File: config.mk
export PLATFORM = sky130hd
export DESIGN_NAME = serial_frame_feeder
export DESIGN_NICKNAME = d
export VERILOG_FILES = /design/src/rtl/serial_frame_feeder.sv
export SDC_FILE = /design/constraint.sdc
export NUM_CORES = 1
export LEC_CHECK = 0
export CORE_MARGIN = 5
export CORE_UTILIZATION = 53
export CTS_BUF_LIST = sky130_fd_sc_hd__clkbuf_2 sky130_fd_sc_hd__clkbuf_4 sky130_fd_sc_hd__clkbuf_8
export DETAILED_ROUTE_END_ITERATION = 8
export PLACE_DENSITY = 0.8
export SETUP_SLACK_MARGIN = 0.3
export SLEW_MARGIN = 40
export SYNTH_ARGS = -nofsm -noshare
export SYNTH_HDL_FRONTEND = slang
export SYNTH_SLANG_ARGS = --single-unit
File: constraint.sdc
create_clock -name Clk -period 2.6 [get_ports Clk]
set_clock_uncertainty 0.15 [all_clocks]
set_input_delay 0.65 -clock Clk [delete_from_list [all_inputs] [get_ports Clk]]
set_output_delay 0.65 -clock Clk [all_outputs]
set_load 0.01 [all_outputs]
File: src/rtl/serial_frame_feeder.sv
// rtl/serial_frame_feeder.sv - serializes a parallel frame into a bidirectional shift register
// Zero-fill follows the data so the last bits propagate through the downstream stages.
module serial_frame_feeder #(
  parameter int WIDTH        = 8,
  parameter int FLUSH_CYCLES = 4
) (
  input  logic             Clk,
  input  logic             Rst,
  input  logic [WIDTH-1:0] din,
  input  logic             dir,
  input  logic             load_valid,
  output logic             load_ready,
  output logic             sout,
  output logic             sel_out,
  output logic             shifting,
  output logic             done
);

  localparam int BW = (WIDTH > 1) ? $clog2(WIDTH) : 1;
  localparam int FW = (FLUSH_CYCLES > 1) ? $clog2(FLUSH_CYCLES) : 1;

  localparam logic [BW-1:0] BIT_LAST   = BW'(WIDTH - 1);
  localparam logic [BW-1:0] BIT_ONE    = BW'(1);
  localparam logic [FW-1:0] FLUSH_LAST = FW'(FLUSH_CYCLES - 1);
  localparam logic [FW-1:0] FLUSH_ONE  = FW'(1);

  typedef enum logic [1:0] {
    IDLE  = 2'd0,
    SHIFT = 2'd1,
    FLUSH = 2'd2
  } state_t;

  state_t           state_q, state_d;
  logic [WIDTH-1:0] shreg_q, shreg_d;
  logic [BW-1:0]    bit_cnt_q, bit_cnt_d;
  logic [FW-1:0]    flush_cnt_q, flush_cnt_d;
  logic             sout_q, sout_d;
  logic             sel_q, sel_d;
  logic             shifting_q, shifting_d;
  logic             done_q, done_d;

  always_ff @(posedge Clk) begin
    if (Rst) begin
      state_q     <= IDLE;
      shreg_q     <= '0;
      bit_cnt_q   <= '0;
      flush_cnt_q <= '0;
      sout_q      <= 1'b0;
      sel_q       <= 1'b0;
      shifting_q  <= 1'b0;
      done_q      <= 1'b0;
    end else begin
      state_q     <= state_d;
      shreg_q     <= shreg_d;
      bit_cnt_q   <= bit_cnt_d;
      flush_cnt_q <= flush_cnt_d;
      sout_q      <= sout_d;
      sel_q       <= sel_d;
      shifting_q  <= shifting_d;
      done_q      <= done_d;
    end
  end

  always_comb begin
    state_d     = state_q;
    shreg_d     = shreg_q;
    bit_cnt_d   = bit_cnt_q;
    flush_cnt_d = flush_cnt_q;
    sout_d      = sout_q;
    sel_d       = sel_q;
    shifting_d  = shifting_q;
    done_d      = 1'b0;

    case (state_q)
      IDLE: begin
        if (load_valid) begin
          shreg_d    = din;
          sel_d      = dir;
          sout_d     = dir ? din[WIDTH-1] : din[0];
          bit_cnt_d  = '0;
          shifting_d = 1'b1;
          state_d    = SHIFT;
        end
      end

      SHIFT: begin
        if (bit_cnt_q == BIT_LAST) begin
          sout_d      = 1'b0;
          flush_cnt_d = '0;
          state_d     = FLUSH;
        end else begin
          bit_cnt_d = bit_cnt_q + BIT_ONE;
          // Shift register walks toward the bit already presented, exposing the next one.
          if (sel_q) begin
            sout_d  = shreg_q[WIDTH-2];
            shreg_d = {shreg_q[WIDTH-2:0], 1'b0};
          end else begin
            sout_d  = shreg_q[1];
            shreg_d = {1'b0, shreg_q[WIDTH-1:1]};
          end
        end
      end

      FLUSH: begin
        sout_d = 1'b0;
        if (flush_cnt_q == FLUSH_LAST) begin
          state_d    = IDLE;
          shifting_d = 1'b0;
          done_d     = 1'b1;
        end else begin
          flush_cnt_d = flush_cnt_q + FLUSH_ONE;
        end
      end

      default: begin
        state_d    = IDLE;
        sout_d     = 1'b0;
        shifting_d = 1'b0;
      end
    endcase
  end

  assign load_ready = (state_q == IDLE);
  assign sout       = sout_q;
  assign sel_out    = sel_q;
  assign shifting   = shifting_q;
  assign done       = done_q;

endmodule
# Word-level counts from Yosys, hierarchy flattened
# Cells that the tools add are included.
totals:
  register_bits: 19
  in_bits: 12
  out_inout_bits: 5
  elab_cells: 53
op_classes:
  addsub: 2
  eq_ne: 9
  n_mux: 23
  bitwise: 2
  reduce_logical: 9
ops:
  columns: ["operator", "count"]
  rows:
  - ["$mux 8", 3]
  - ["$pmux 8 s2", 1]
  - ["$reduce_and 3->1", 4]
  - ["$mux 2", 5]
  - ["$ne 2x2->1 const B", 5]
  - ["$mux 1", 7]
  - ["$mux 3", 2]
  - ["$pmux 2 s3", 1]
  - ["$pmux 3 s2", 1]
  - ["$eq 2x2->1 const B", 2]
  - ["$pmux 2 s2", 1]
  - ["$reduce_bool 2->1", 2]
  - ["$add 3x1->3 const B", 1]
  - ["$eq 3x3->1 const B", 1]
  - ["$pmux 1 s3", 1]
  - ["$add 2x1->2 const B", 1]
  - ["$eq 2x1->1 const B", 1]
  - ["$logic_not 2->1", 1]
  - ["$not 1->1", 2]
  - ["$pmux 1 s2", 1]
  - ["$reduce_and 2->1", 1]
  - ["$reduce_or 2->1", 1]

# Longest topological paths before layout
# Gate-level depths: netlist of the first run.
depth:
  ltp_word: 3
  mapped_depth: 5
  ltp_nobuf: 5

# Least setup slack after synthesis of the first run
# Ideal clock, no wire load.
synth_path:
  kind: "reg-to-output"
  start: "register state_q[0]"
  end: "output port load_ready"
  t_arrival_ns: 0.796
  required_ns: 1.800
  setup_slack_ns: 1.004
  stages_incl_launch_ff: 4
  n_path_buf: 2
  cell_sequence: "dfxtp_1 > buf_4 > buf_2 > nor2_1"
synth_via:
  elab_chain_cells: 1
synth_rtl:
  columns: ["item", "line", "text"]
  rows:
  - ["start, declared", "33", "state_t state_q, state_d;"]
  - ["start signal, assigned", "53", "state_q <= state_d;"]
  - ["$logic_not 2->1", "123", "assign load_ready = (state_q == IDLE);"]
  - ["end, declared", "12", "output logic load_ready,"]
# Every way passes these cells.

# Worst setup path after layout of the first run
layout_path:
  start: "register state_q[1]"
  end: "output port load_ready"
# Same word-level chain as after synthesis.

==> results.ini, run 1 <==
[status]
outcome=finished, final reports clean

[synth]
synth_edf_count=0
ys.flop_type=dfxtp_1
syn_area_per_cell_um2=9.42
syn-num-nets=125
yosys-top-cells-area=dfxtp_1 (37%), mux2i_1 (9.7%), a32o_1 (5.8%)
ys_warn_count=0
synth_top_area_share_pct=36.7
synth-seq-cells=19
synthCells=110
seq_area_frac_synth_pct=36.7
yosysTopAreaCell=dfxtp_1
syn_area_um2=1040
synth-async-reset-ratio_pct=0
synth_cell_type_count=32

[grt]
grt_first_pass_wirelength_mm=3.62
grt_max_degree=21
overflow=0
grt_use_total_pct=17.2
met1_usage_pct=23.1
met2_usage_pct=25.3
grt_pass1_vias=793
antenna_found_initial=0
gr-usage-met3_pct=5.72
top_usage_layer=met2

[timing]
drv_slew=0
period_share_pct=84.1
min_period_ns=2.19
fmax_ghz=0.457
hold_ws_ns=0.335
grt_setup_unrepaired=false
setup_viol=0
tightestPinTransition_ns=0.645
maxSlewHeadroom_pct=56.9
timing.final.hold_violations=0
fin_setup_tns_ns=0

[route]
initialDrtViolationCount=22
routedWlPerCell_um=13.9
routed_wl_mm=2.13
via_per_inst=5.73
first_pass_iters=4
vias=876
route.detailed.drc=0
antenna_left=0

[die]
coreArea_um2=1900
die_area_um2=2940
fp.dieH_um=54.2
num_rows=16
ios=17
initial_utilization_pct=54.5
chipWidth_um=54.2

[clocking]
cts_sinks=19
post_cts_resized=1
cts_inserted_buffers=3
clkSlewWorstSetupHoldPaths_ns=0.10
clockBufferDepth=2
cts_htree_levels=1
cts_tree=yes
cts_setup_buffers=0
cts_root_buf=clkbuf_4
hold_buffers=0
clk_latency_ns=0.30

[setup_path]
cp_max_fo=12
cp_cell_sequence=nor2_1, clkdlybuf4s50_1
worst_setup_path_end_kind=output port
slowest_delay_ns=0.54
reg2regPathDepth=4
critPathKind=reg2out
reg2reg_to=shreg_q[7]
reg2reg_from=state_q[0]
crit_family=flip-flops
cp_slowest_cell=dfxtp_1
start_kind=flop
reg2reg_slack_ns=0.75
path_buf_inv=1
required_ns=1.80
arrival_ns=1.39

[power_and_ir_drop]
powerDensity_nw_per_um2=484
vdd_drop_max_mv=0.297
power_leakage_nw=0.488

[worst_hold_path]
hp-start=shifting
holdPathEnd=shifting
worstHoldPathCells=2
hp-class=reg2reg

[place]
post-dp-hpwl_mm=1.58
gp_congestion=0.825
port_buffers=16

[final_layout]
nNetsFinal=142
antennaDiodeCount=0
drive_above_1_share_pct=9.52
syn2layout_area_growth_pct=19.3
fill_cells=166

[job]
drv_cap=0

-- worst reg2reg max path, delay by kind of cell, from the launching register on --
kind	cells	cell delay (ns)
and+or+nand+nor	1	0.57
DFF	1	0.34
AOI/OAI and AO/OA	1	0.31
buffers and inverters	1	0.23
muxes	1	0.16
-- cells in the final DEF (no fill, tap or decap) --
cell / n
o21ai_0: 2
a21boi_1: 2
a211o_1: 1
a2111oi_2: 2
o21ba_4: 1
a21o_1: 7
mux2i_1: 10
nor2_1: 8
buf_4: 2
nor2b_2: 1
a311oi_1: 2
and2_1: 3
a31oi_1: 1
dfxtp_2: 1
nand2_1: 10
clkdlybuf4s50_1: 16
and3b_1: 1
nand4_1: 2
a21oi_1: 6
o21bai_1: 1
o21ai_1: 2
clkbuf_4: 4
inv_1: 1
nor4b_1: 1
a21oi_4: 1
nand2b_1: 3
ha_1: 3
dfxtp_1: 18
a32o_1: 6
nor3_1: 2
nor3b_1: 2
nor2b_1: 4
-- report_power, final --
| part | switching (mW) | internal (mW) |
|---|---|---|
| sequential | 0.0162 | 0.309 |
| combinational | 0.0503 | 0.0631 |
| clock | 0.0896 | 0.0703 |
-- worst max path at each step --
| stage | cells past startpoint | endpoint | slack, ns | start |
|---|---|---|---|---|
| after CTS | 2 | load_ready | 0.38 | state_q[1] |
| after global routing | 2 | load_ready | 0.30 | state_q[1] |
| after floorplan | 3 | load_ready | 1.00 | state_q[0] |
| after detailed placement | 4 | shreg_q[5] | 0.46 | load_valid |
| after global placement | 4 | shreg_q[4] | 0.49 | load_valid |
| final | 2 | load_ready | 0.41 | state_q[1] |
-- per-stage QoR --
stage	utilization, %	total power [mW]	std cells	cell area, µm²	worst slack, ns
after floorplan	-	0.401	110	1040	1.00
after global placement	63.4	0.441	149	1200	0.492
after detailed placement	63.4	0.445	149	1200	0.462
after CTS	65.0	0.603	153	1240	0.380
after global routing	65.0	0.631	153	1240	0.304
final	65.0	0.599	153	1240	0.412
-- registers in the layout (all words and copies together), names as in the netlist --
name	cells
shreg_q	8
bit_cnt_q	3
flush_cnt_q	2
state_q	2
done	1
sel_out	1
shifting	1
sout	1
-- layer usage --
metal / routed length (µm) / part of all wire [%] / up-vias
li1: - / - / 437
met5: 0 / 0 / -
met3: 108 / 5.1 / 4
met2: 1010 / 47 / 23
met1: 984 / 46 / 412
met4: 30 / 1.4 / 0
-- cells in the mapped netlist (2+ instances only) --
cell type   n
buf_2       2
a32o_1      6
nand2b_1    3
nor3_1      2
nor3b_1     2
nand2_1    10
nor2b_1     4
and2_1      3
nor2_1      8
o21ai_1     2
a21o_1      7
a21boi_1    2
a311oi_1    2
buf_4       2
dfxtp_1    19
a2111oi_2   2
nand4_1     2
mux2i_1    10
a21oi_1     6
ha_1        3
o21ai_0     2
-- final cells by class --
class,count,area [µm²],area share (%)
Timing Repair Buffer,18,175,14.2
Sequential cell,19,382,30.9
Clock buffer,4,30.0,2.43
Tap cell,27,33.8,2.73
Multi-Input combinational cell,84,612,49.5
Inverter,1,3.75,0.304
-- logic make-up (layout without fill, tap and decap cells) --
group / Yosys count / after routing / share of synthesized area (%)
buffers and inverters: 7 / 23 / 4.23
adder cells (fa/ha/maj): 3 / 3 / 3.62
flip-flops: 19 / 19 / 36.7
multiplexers: 10 / 10 / 9.66
AND/OR/NAND/NOR: 37 / 37 / 18.7
AO/OA/AOI/OAI: 34 / 34 / 27.1
(Power assumes the default switching activity.)
==> run 2, diff against run 1 <==
==> constraint.sdc (replaced) <==
create_clock -name Clk -period 2.1 [get_ports Clk]
set_clock_uncertainty 0.15 [all_clocks]
set_input_delay 0.525 -clock Clk [delete_from_list [all_inputs] [get_ports Clk]]
set_output_delay 0.525 -clock Clk [all_outputs]
set_load 0.01 [all_outputs]
==> run 2 against run 1 <==
Worst setup slack better by 0.021 ns. Count of clock-buffer cells in the layout down 1. Flip-flop and latch count is the same. Sequential share of layout area is 0.71 points lower. Non-clock buffer count increased by 4. Global-route usage grew 1.0 points. Combinational power up 29%. Critical path type is now in2reg. Largest cell class unchanged.
==> results.ini, run 2 (synthesized netlist as in run 1, its figures left out) <==
[job]
drv_cap=0

[route]
antenna_left=0
first_pass_iters=4
routedWlPerCell_um=13.9
routed_wl_mm=2.18
route.detailed.drc=0
initialDrtViolationCount=9
via_per_inst=5.63
vias=884

[place]
placed_cells_incl_taps=153
port_buffers=16
placed_area_um2=1230
post-dp-hpwl_mm=1.65
gp_congestion=0.849

[die]
ios=17
fp.dieH_um=54.2
chipWidth_um=54.2
die_area_um2=2940
initial_utilization_pct=54.5
num_rows=16
coreArea_um2=1900

[worst_hold_path]
hp-class=reg2reg

[final_layout]
antennaDiodeCount=0
final_common_cell=dfxtp_1
drive_above_1_share_pct=13.1
reg_top3=shreg_q x8, bit_cnt_q x3
stdcell_count=157
syn2layout_area_growth_pct=21.7
final_area_um2=1260
nNetsFinal=146
register_area_um2=380
layout_common_cells=dfxtp_1 (19), clkdlybuf4s50_1 (11), mux2i_1 (10)
fill_cells=171
largest_register=shreg_q
largest_register_ffs=8
multi_input_area_um2=617

[timing]
timing.final.hold_violations=0
fmax_ghz=0.600
tightestPinTransition_ns=0.445
min_period_ns=1.67
drv_slew=0
grt_setup_unrepaired=false
maxSlewHeadroom_pct=70.2
fin_setup_tns_ns=0
period_share_pct=79.4
setup_viol=0

[setup_path]
path_buf_inv=1
worst_setup_path_end_kind=flop
slowest_delay_ns=0.51
cp_max_fo=6
required_ns=2.15
start_kind=primary input
cp_slowest_cell=clkdlybuf4s50_1
crit_family=buffers and inverters
cp_cell_sequence=clkdlybuf4s50_1, nor2b_2, a21o_1, a32o_1
arrival_ns=1.72
critPathKind=in2reg

[clocking]
cts_inserted_buffers=3
clkSlewWorstSetupHoldPaths_ns=0.11
cts_root_buf=clkbuf_4
cts_setup_buffers=0
post_cts_resized=5
cts_sinks=19
cts_tree=yes
clockBufferDepth=2
clk_latency_ns=0.30
hold_buffers=0
cts_htree_levels=1

[power_and_ir_drop]
powerDensity_nw_per_um2=581
p_total_uw=732
vdd_drop_max_mv=0.384
power_leakage_nw=0.525

[status]
outcome=finished, final reports clean

[grt]
overflow=0
grt_first_pass_wirelength_mm=3.91
grt_max_degree=21
antenna_found_initial=0
grt_use_total_pct=18.2
grt_pass1_vias=910

==> run 2: cell count changes in the layout (fill, tap and decap cells not counted), sizes merged <==
cell,delta
buf,+4
clkdlybuf4s50,-5
clkinv,+1
dlygate4sd2,+5
clkbuf,-1
==> run 2: metal layers <==
layer | vias to the layer above | track usage (%) | routed length (µm)
met1 | 411 | 22.8 | 1020
met4 | 0 | 6.64 | 46
li1 | 453 | - | -
met2 | 13 | 30.9 | 1060
met5 | - | 0 | 0
met3 | 7 | 3.27 | 66
==> run 2: worst paths after layout <==
| kind | to | cells past startpoint | slack (ns) | from |
|---|---|---|---|---|
| worst min register to register | shifting | 2 | 0.32 | shifting |
| worst max register to register | shreg_q[5] | 5 | 0.44 | bit_cnt_q[0] |
| worst max-delay path | shreg_q[5] | 4 | 0.43 | load_valid |
| worst min-delay path | shifting | 2 | 0.32 | shifting |
==> run 2: through the flow <==
| step | setup slack [ns] | utilization (%) | hold WS, ns |
|---|---|---|---|
| 2_1_floorplan | 0.595 | - | 0.305 |
| 3_3_place_gp | 0.139 | 64.9 | 0.308 |
| 3_5_place_dp | 0.112 | 64.9 | 0.314 |
| 4_1_cts | 0.306 | 66.1 | 0.327 |
| 5_1_grt | 0.324 | 66.3 | 0.351 |
| 6_report | 0.433 | 66.3 | 0.325 |
==> run 2: power by group <==
group	leakage, nW	switching [mW]	internal, mW
Combinational	0.351	0.0677	0.0785
Sequential	0.156	0.0154	0.383
Clock	0.0177	0.117	0.0710
Total	0.525	0.200	0.532
==> run 2: worst register-to-register path: cells and delay by family (launching register included) <==
family,cells,cell delay (ns)
adders and majority gates,2,0.47
DFF,1,0.40
AOI/OAI and AO/OA,2,0.42
and+or+nand+nor,1,0.18
==> run 2: area by class of cell <==
class / instances / area share (%)
clock buffer: 3 / 1.79
clock inverter: 1 / 0.397
inverter: 1 / 0.298
multi-input combinational: 84 / 48.9
sequential: 19 / 30.2
tap: 27 / 2.68
timing repair buffer: 22 / 15.8
